File: config.mk
export PLATFORM = sky130hd
export DESIGN_NAME = ibex_register_file_ff_mp
export DESIGN_NICKNAME = d
export VERILOG_FILES = /design/src/rtl/ibex_register_file_ff_mp.sv
export SDC_FILE = /design/constraint.sdc
export NUM_CORES = 2
export LEC_CHECK = 0
export CORE_ASPECT_RATIO = 1.5
export CORE_UTILIZATION = 45
export DETAILED_ROUTE_END_ITERATION = 6
export GPL_TIMING_DRIVEN = 0
export PLACE_DENSITY = 0.68
export SLEW_MARGIN = 30
export SYNTH_ARGS = -nofsm -noshare
export SYNTH_HDL_FRONTEND = slang
export SYNTH_SLANG_ARGS = --single-unit
export TNS_END_PERCENT = 30
File: constraint.sdc
create_clock -name clk_i -period 44.5 [get_ports clk_i]
set_input_delay 6.675 -clock clk_i [delete_from_list [all_inputs] [get_ports clk_i]]
set_output_delay 6.675 -clock clk_i [all_outputs]
set_load 0.01 [all_outputs]
File: src/rtl/ibex_register_file_ff_mp.sv
// Flip-flop register file with multiple read/write ports, optional same-cycle
// write-through and a sequential secure-wipe engine that clears one word per cycle.
module ibex_register_file_ff_mp #(
  parameter bit RV32E         = 1'b0,
  parameter int DataWidth     = 32,
  parameter int NumReadPorts  = 2,
  parameter int NumWritePorts = 2,
  parameter bit WriteThrough  = 1'b0
) (
  input  logic                               clk_i,
  input  logic                               rst_i,
  input  logic [5*NumReadPorts-1:0]          raddr_i,
  output logic [DataWidth*NumReadPorts-1:0]  rdata_o,
  input  logic [5*NumWritePorts-1:0]         waddr_i,
  input  logic [DataWidth*NumWritePorts-1:0] wdata_i,
  input  logic [NumWritePorts-1:0]           we_i,
  input  logic                               wipe_req_i,
  output logic                               wipe_busy_o,
  output logic                               wipe_done_o,
  output logic                               wr_collision_o
);

  localparam int NumWords = RV32E ? 16 : 32;
  localparam int IdxW     = RV32E ? 4 : 5;
  localparam logic [IdxW-1:0] LastIdx = IdxW'(NumWords - 1);

  typedef enum logic [1:0] {IDLE, WIPE, DONE} state_e;

  state_e               state;
  logic [IdxW-1:0]      wipe_cnt;
  logic [DataWidth-1:0] regs [1:NumWords-1];
  logic [IdxW-1:0]      widx [NumWritePorts];
  logic [DataWidth-1:0] wdat [NumWritePorts];
  logic                 collision;
  logic                 unused_addr_bits;

  // In RV32E mode address bit 4 plays no part in indexing.
  assign unused_addr_bits = ^{raddr_i, waddr_i};

  always_comb begin
    for (int p = 0; p < NumWritePorts; p++) begin
      widx[p] = waddr_i[5*p +: IdxW];
      wdat[p] = wdata_i[DataWidth*p +: DataWidth];
    end
  end

  always_comb begin
    collision = 1'b0;
    for (int i = 0; i < NumWritePorts; i++) begin
      for (int j = i + 1; j < NumWritePorts; j++) begin
        if (we_i[i] && we_i[j] && (widx[i] == widx[j]) && (widx[i] != '0)) begin
          collision = 1'b1;
        end
      end
    end
  end

  // Ascending port loop: the last (highest-index) matching write wins.
  always_ff @(posedge clk_i or posedge rst_i) begin
    if (rst_i) begin
      for (int r = 1; r < NumWords; r++) begin
        regs[r] <= '0;
      end
    end else if (state == WIPE) begin
      regs[wipe_cnt] <= '0;
    end else if (state == IDLE) begin
      for (int p = 0; p < NumWritePorts; p++) begin
        if (we_i[p] && (widx[p] != '0)) begin
          regs[widx[p]] <= wdat[p];
        end
      end
    end
  end

  always_ff @(posedge clk_i or posedge rst_i) begin
    if (rst_i) begin
      state          <= IDLE;
      wipe_cnt       <= IdxW'(1);
      wipe_busy_o    <= 1'b0;
      wipe_done_o    <= 1'b0;
      wr_collision_o <= 1'b0;
    end else begin
      wr_collision_o <= (state == IDLE) && collision;
      case (state)
        IDLE: begin
          if (wipe_req_i) begin
            state       <= WIPE;
            wipe_busy_o <= 1'b1;
          end
        end
        WIPE: begin
          if (wipe_cnt == LastIdx) begin
            state       <= DONE;
            wipe_cnt    <= IdxW'(1);
            wipe_busy_o <= 1'b0;
            wipe_done_o <= 1'b1;
          end else begin
            wipe_cnt <= wipe_cnt + 1'b1;
          end
        end
        DONE: begin
          state       <= IDLE;
          wipe_done_o <= 1'b0;
        end
        default: begin
          state       <= IDLE;
          wipe_busy_o <= 1'b0;
          wipe_done_o <= 1'b0;
        end
      endcase
    end
  end

  // Reads are masked to zero while a wipe is running or just finished.
  always_comb begin : read_mux
    logic [IdxW-1:0]      ridx;
    logic [DataWidth-1:0] rval;
    rdata_o = '0;
    ridx    = '0;
    rval    = '0;
    for (int p = 0; p < NumReadPorts; p++) begin
      ridx = raddr_i[5*p +: IdxW];
      rval = '0;
      if ((state == IDLE) && (ridx != '0)) begin
        rval = regs[ridx];
        if (WriteThrough) begin
          for (int w = 0; w < NumWritePorts; w++) begin
            if (we_i[w] && (widx[w] == ridx)) begin
              rval = wdat[w];
            end
          end
        end
      end
      rdata_o[DataWidth*p +: DataWidth] = rval;
    end
  end

endmodule
== Yosys cells after proc, flatten, opt, wreduce, memory -nomap -nowiden ==
Cells that the tools add are included.

* Register bits: 1,002
* Bits in latches: 0
* Bits in writable memories: 0
* ROM bits: 0
* Input port bits: 89
* Output and inout port bits: 67
* Memories: 0

* Add/subtract/negate cells: 1
* Multipliers: 0
* Div/mod/pow operators: 0
* Order comparisons: 8
* Equal/unequal tests: 6
* Shift operators: 0
* Multiplexer cells: 32
* Bitwise logic cells: 9
* Reduce and logical (&&, ||, !) cells: 20

{| class="wikitable"
|+ Operator list
! cell !! number
|-
| 992-bit two-way mux || 6
|-
| 992-bit bitwise mux || 2
|-
| 992-bit AND || 1
|-
| 992-bit NOT || 1
|-
| 32-bit demux with 5-bit select || 3
|-
| 32-bit binary-select mux with 5-bit select || 2
|-
| 32-bit two-way mux || 9
|-
| 6-bit >= comparator (second input constant) || 5
|-
| 5-bit NOT with 6-bit output || 5
|-
| 5-bit nonzero test || 4
|-
| 6-bit by 1-bit < comparator with 1-bit output (second input constant) || 3
|-
| 1-bit logical AND || 11
|-
| 5-bit by 1-bit adder with 5-bit output (second input constant) || 1
|-
| 5-bit == test || 1
|-
| 5-bit == test (second input constant) || 1
|-
| 5-bit two-way mux || 1
|-
| 1-bit two-way mux || 4
|-
| 2-bit two-way mux || 2
|-
| 2-bit case mux with 2 select lines || 1
|-
| 2-bit AND reduction || 2
|-
| 1-bit case mux with 3 select lines || 1
|-
| 3-bit AND reduction || 1
|-
| 2-bit by 1-bit == test with 1-bit output (second input constant) || 1
|-
| 2-bit == test (second input constant) || 1
|-
| other kinds (6) || 7
|}

== Depth between registers and ports, before layout ==
* Word-level depth: 13
* Depth in mapped cells: 10
* Depth with buffers taken out: 6

== Least setup slack after synthesis ==
OpenSTA, ideal clock, no wires.

* Path type: input to output
* Start: input port raddr_i[1]
* End: output port rdata_o[10]
* Data arrival time: 8,211 ps
* Required time: 37,825 ps
* Setup slack: 29,614 ps
* Cell stages on the path: 8
* Cells stage by stage: buf_2 > buf_2 > buf_2 > mux2_2 > a22oi_1 > nor2_1 > o311ai_0 > o21ai_0

* Longest elaborated chain between the ends: 5
* Elaborated cells on any way between the ends: 7

{| class="wikitable"
|+ Ends and longest elaborated chain
! element !! RTL line !! RTL
|-
| start, declared || 12 || <nowiki>input logic [5*NumReadPorts-1:0] raddr_i,</nowiki>
|-
| 5-bit NOT with 6-bit output (implied by the code) || 125 || <nowiki>rval = regs[ridx];</nowiki>
|-
| 32-bit binary-select mux with 5-bit select || 125 ||
|-
| 32-bit two-way mux (implied by the code) (2 in series) || 125 ||
|-
| 32-bit two-way mux * || 124 || <nowiki>if ((state == IDLE) && (ridx != '0)) begin</nowiki>
|-
| end, declared || 13 || <nowiki>output logic [DataWidth*NumReadPorts-1:0] rdata_o,</nowiki>
|}

Mark *: on every way between the ends. The rest lies on a longest branch, timed or not. The select of a mux whose other input is x is not followed.

== Worst setup path in the final report ==
* Start: input port raddr_i[5]
* End: output port rdata_o[41]

Same word-level chain as after synthesis.

==> results.md <==
* Routability cong. at 1.08
* CTS tree: yes
* DR vias/cell at 7.21
* Final wirelength at 404 mm
* 1st-pass router iterations at 7
* Clock Skews at 0.0149 ns
* TritonCTS Buffers at 110
* Post-layout util at 0.510
* Synth Area in XOR/XNOR at 0.000592
* Reg area at 0.0251 mm²
* Req. time, crit path at 37.83 ns
* Die Wd at 333 µm
* DRT antenna net count at 0
* WL/cell at 40.4 µm
* Synth Area in Simple Gates at 0.0779
* Die area at 0.166 mm²
* Run status: complete, but fails checks
* Worst skew pair latency at 0.82 ns
* Fin crit share at 0.420
* Overflow left after global routing at 0
* Dpl hpwl at 317 mm
* Fill count at 15.1k
* Post-CTS sizing at 0
* Post-Synthesis Cells at 7,523
* Cell leakage power at 36.9 nW
* Relative slew slack at 0.195
* Multi-input gate area at 0.0448 mm²
* Final worst path period need at 18.71 ns
* Main combinational cell family by area after synthesis: multiplexers
* Final Instance Area at 0.0829 mm²
* First-pass GRT wire length at 552 mm
* Startpoint types: input pin
* Post-synth EDFFs at 0
* Final setup viols at 0
* Post-route DRC at 7
* Total global-route track usage at 0.477
* Die Y-Extent at 499 µm
* Crit Path Class: input pin to primary output
* Reg-to-Reg End: regs[921]
* YS warnings at 0
* Final Hold Viols at 0
* #FFs+latches synth at 1,002
* Core Rows at 181
* Violated checks: design-rule violations
* Post-Syn Nets at 7,617
* Synthesized area at 0.0740 mm²
* H-tree depth at 3
* Syn Area/Cell at 9.83 µm²
* Postcts setup bufs at 0
* Core area at 0.163 mm²
* Largest net degree at the start of global routing at 88
* Main synth FF type: dfrtp_1
* Number of max-cap violations at 0
* Clock transition at path regs at 0.06 ns
* Critical Path AT at 12.03 ns
* Initial DRC count at 10.8k
* FF-to-FF Start: state[0]
* CTS root buffer: clkbuf_16
* Hold Path Class: flop to flop
* Io pins at 156
* Peak VDD IR at 0.0375 mV
* Reg2reg path depth at 6
* Crit path capture type: primary output
* Layout cells sized above 1 at 0.147
* Synth async-reset ratio at 1.00
* CTS max path bufs at 3
* Number of I/O port buffers at 141
* Initial antenna violation count at 29
* Synth Area in Adders at 0.000846
* Share of the yosys chip area belonging to registers at 0.339
* CTS Sinks at 1,002
* Nets at 7,894
* Slew Limit Fails at 0
* Vias at 72.2k
* Vias in the first global route at 67.9k
* Slew @ Worst Pin at 1.20 ns
* Critical path peak fanout at 10
* RSZ-0062 raised after global routing: no
* Worst Setup EP: rdata_o[41]
* Cell variety after synth at 62
* CTS hold repair buffers at 0
* Complex-gate fraction of the synthesized area at 0.228
* CP startpoint: raddr_i[5]
* Dpl cell area at 0.0789 mm²
* Reg2reg setup slack at 40.70 ns
* Starting density of the core at 0.455
* Mux contribution to synthesized area at 0.294
* Synth-to-Final Area Change at 12.0%
* Maximum clock rate at 53.5 MHz
* P per Cell Area at 54.9 mW/mm²
## cell families after synthesis
| group | after synthesis |
|---|---|
| mux | 1759 |
| compound gates | 2424 |
| simple gates | 1382 |
| flops | 1002 |
| buf+inv | 946 |
| fa+ha+maj | 5 |
| xor+xnor | 5 |
## registers in the layout, summed over array words and instances (netlist names)
| name | cells |
|---|---|
| regs | 992 |
| wipe_cnt | 5 |
| state | 2 |
| wipe_busy_o | 1 |
| wipe_done_o | 1 |
| wr_collision_o | 1 |
## layout make-up
type | count | share of cell area
antenna | 17 | 0.000513
sequential | 1002 | 0.303
timing repair buffer | 165 | 0.0226
buffer | 940 | 0.0546
clock inverter | 47 | 0.00720
inverter | 6 | 0.000362
tap | 2104 | 0.0318
clock buffer | 158 | 0.0399
multi-input combinational | 5575 | 0.540
## per-layer routing
metal,track usage,vias to the layer above,wire [µm],share of wire
met1,0.556,36200,141000,0.35
met4,0.491,18,50700,0.13
met2,0.691,5476,170000,0.42
met3,0.127,1560,42400,0.10
li1,-,28900,-,-
met5,0,-,153,0.00038
## cell usage in the layout, fill, tap and decap left out, types with 26 or more instances in the layout
cell | netlist | routed
a211oi_1 | 26 | 26
a21oi_1 | 540 | 540
mux2i_1 | 1337 | 1337
o21ai_1 | 45 | 47
nand2_1 | 600 | 600
a22o_1 | 992 | 992
nor2_1 | 621 | 619
dfrtp_1 | 1001 | 1001
nor2b_1 | 56 | 56
o311ai_2 | 0 | 42
clkbuf_1 | 578 | 511
o22ai_1 | 66 | 66
o21ai_0 | 467 | 465
buf_4 | 118 | 122
clkbuf_8 | 0 | 31
mux4_2 | 321 | 321
a21o_1 | 31 | 31
clkbuf_2 | 6 | 87
a22oi_1 | 115 | 115
mux2_2 | 101 | 101
buf_2 | 189 | 195
clkbuf_16 | 0 | 113
clkdlybuf4s50_1 | 0 | 141
## through the flow
| stage | TNS (ns) | total power, W | hold WS [ns] | std cells | setup slack, ns |
|---|---|---|---|---|---|
| floorplan | 0 | 0.00263 | 0.497 | 7523 | 9.63 |
| global placement | -5399.84 | 0.00334 | 0.518 | 9768 | -5.81 |
| detailed placement | 0 | 0.00341 | 0.527 | 9792 | 26.23 |
| CTS | 0 | 0.00443 | 0.537 | 9997 | 26.21 |
| global route | 0 | 0.00467 | 0.569 | 9999 | 26.13 |
| finish | 0 | 0.00455 | 0.532 | 10000 | 25.79 |
## synthesized netlist by cell type (17+ instances only)
cell	count	area (µm²)
nor2b_1	56	350
mux2i_1	1337	13400
mux4_2	321	7230
o21ai_1	45	225
mux2_2	101	1140
a21boi_0	26	195
o311ai_0	49	429
a22o_1	992	8690
buf_1	25	93.8
clkbuf_1	578	2170
buf_6	19	214
a21oi_1	540	2700
a21o_1	31	233
nor2_2	20	125
o22ai_1	66	413
a22oi_1	115	863
buf_4	118	886
nor2_1	621	2330
dfrtp_1	1001	25000
o31ai_1	26	195
o21ai_0	467	2340
nand2_1	600	2250
a211oi_1	26	195
buf_2	189	946
nand3_1	17	85.1
## worst max-delay path: stages
cell             delay, ns
clkdlybuf4s50_1       0.75
buf_4                 0.51
buf_4                 0.51
buf_2                 0.76
buf_2                 0.80
mux2i_1               0.84
o211ai_1              0.18
o311ai_0              0.16
nand2_1               0.24
clkdlybuf4s50_1       0.55
## worst min path at each step
| stage | slack [ns] | depth (start not counted) | endpoint | from |
|---|---|---|---|---|
| finish | 0.53 | 2 | wipe_done_o | wipe_done_o |
| global route | 0.57 | 1 | regs[592] | regs[592] |
| CTS | 0.54 | 2 | wipe_done_o | wipe_done_o |
| detailed placement | 0.53 | 2 | wipe_done_o | wipe_done_o |
| global placement | 0.52 | 1 | regs[544] | regs[544] |
| floorplan | 0.50 | 1 | regs[896] | regs[896] |
## report_power, final
group / internal, W / leakage, nW / switching (W)
Combinational: 0.000747 / 21.3 / 0.00120
Sequential: 0.00119 / 13.7 / 0.000374
Clock: 0.000580 / 1.93 / 0.000456
Total: 0.00252 / 36.9 / 0.00203
Note: power is estimated with default switching activity, not from simulation.
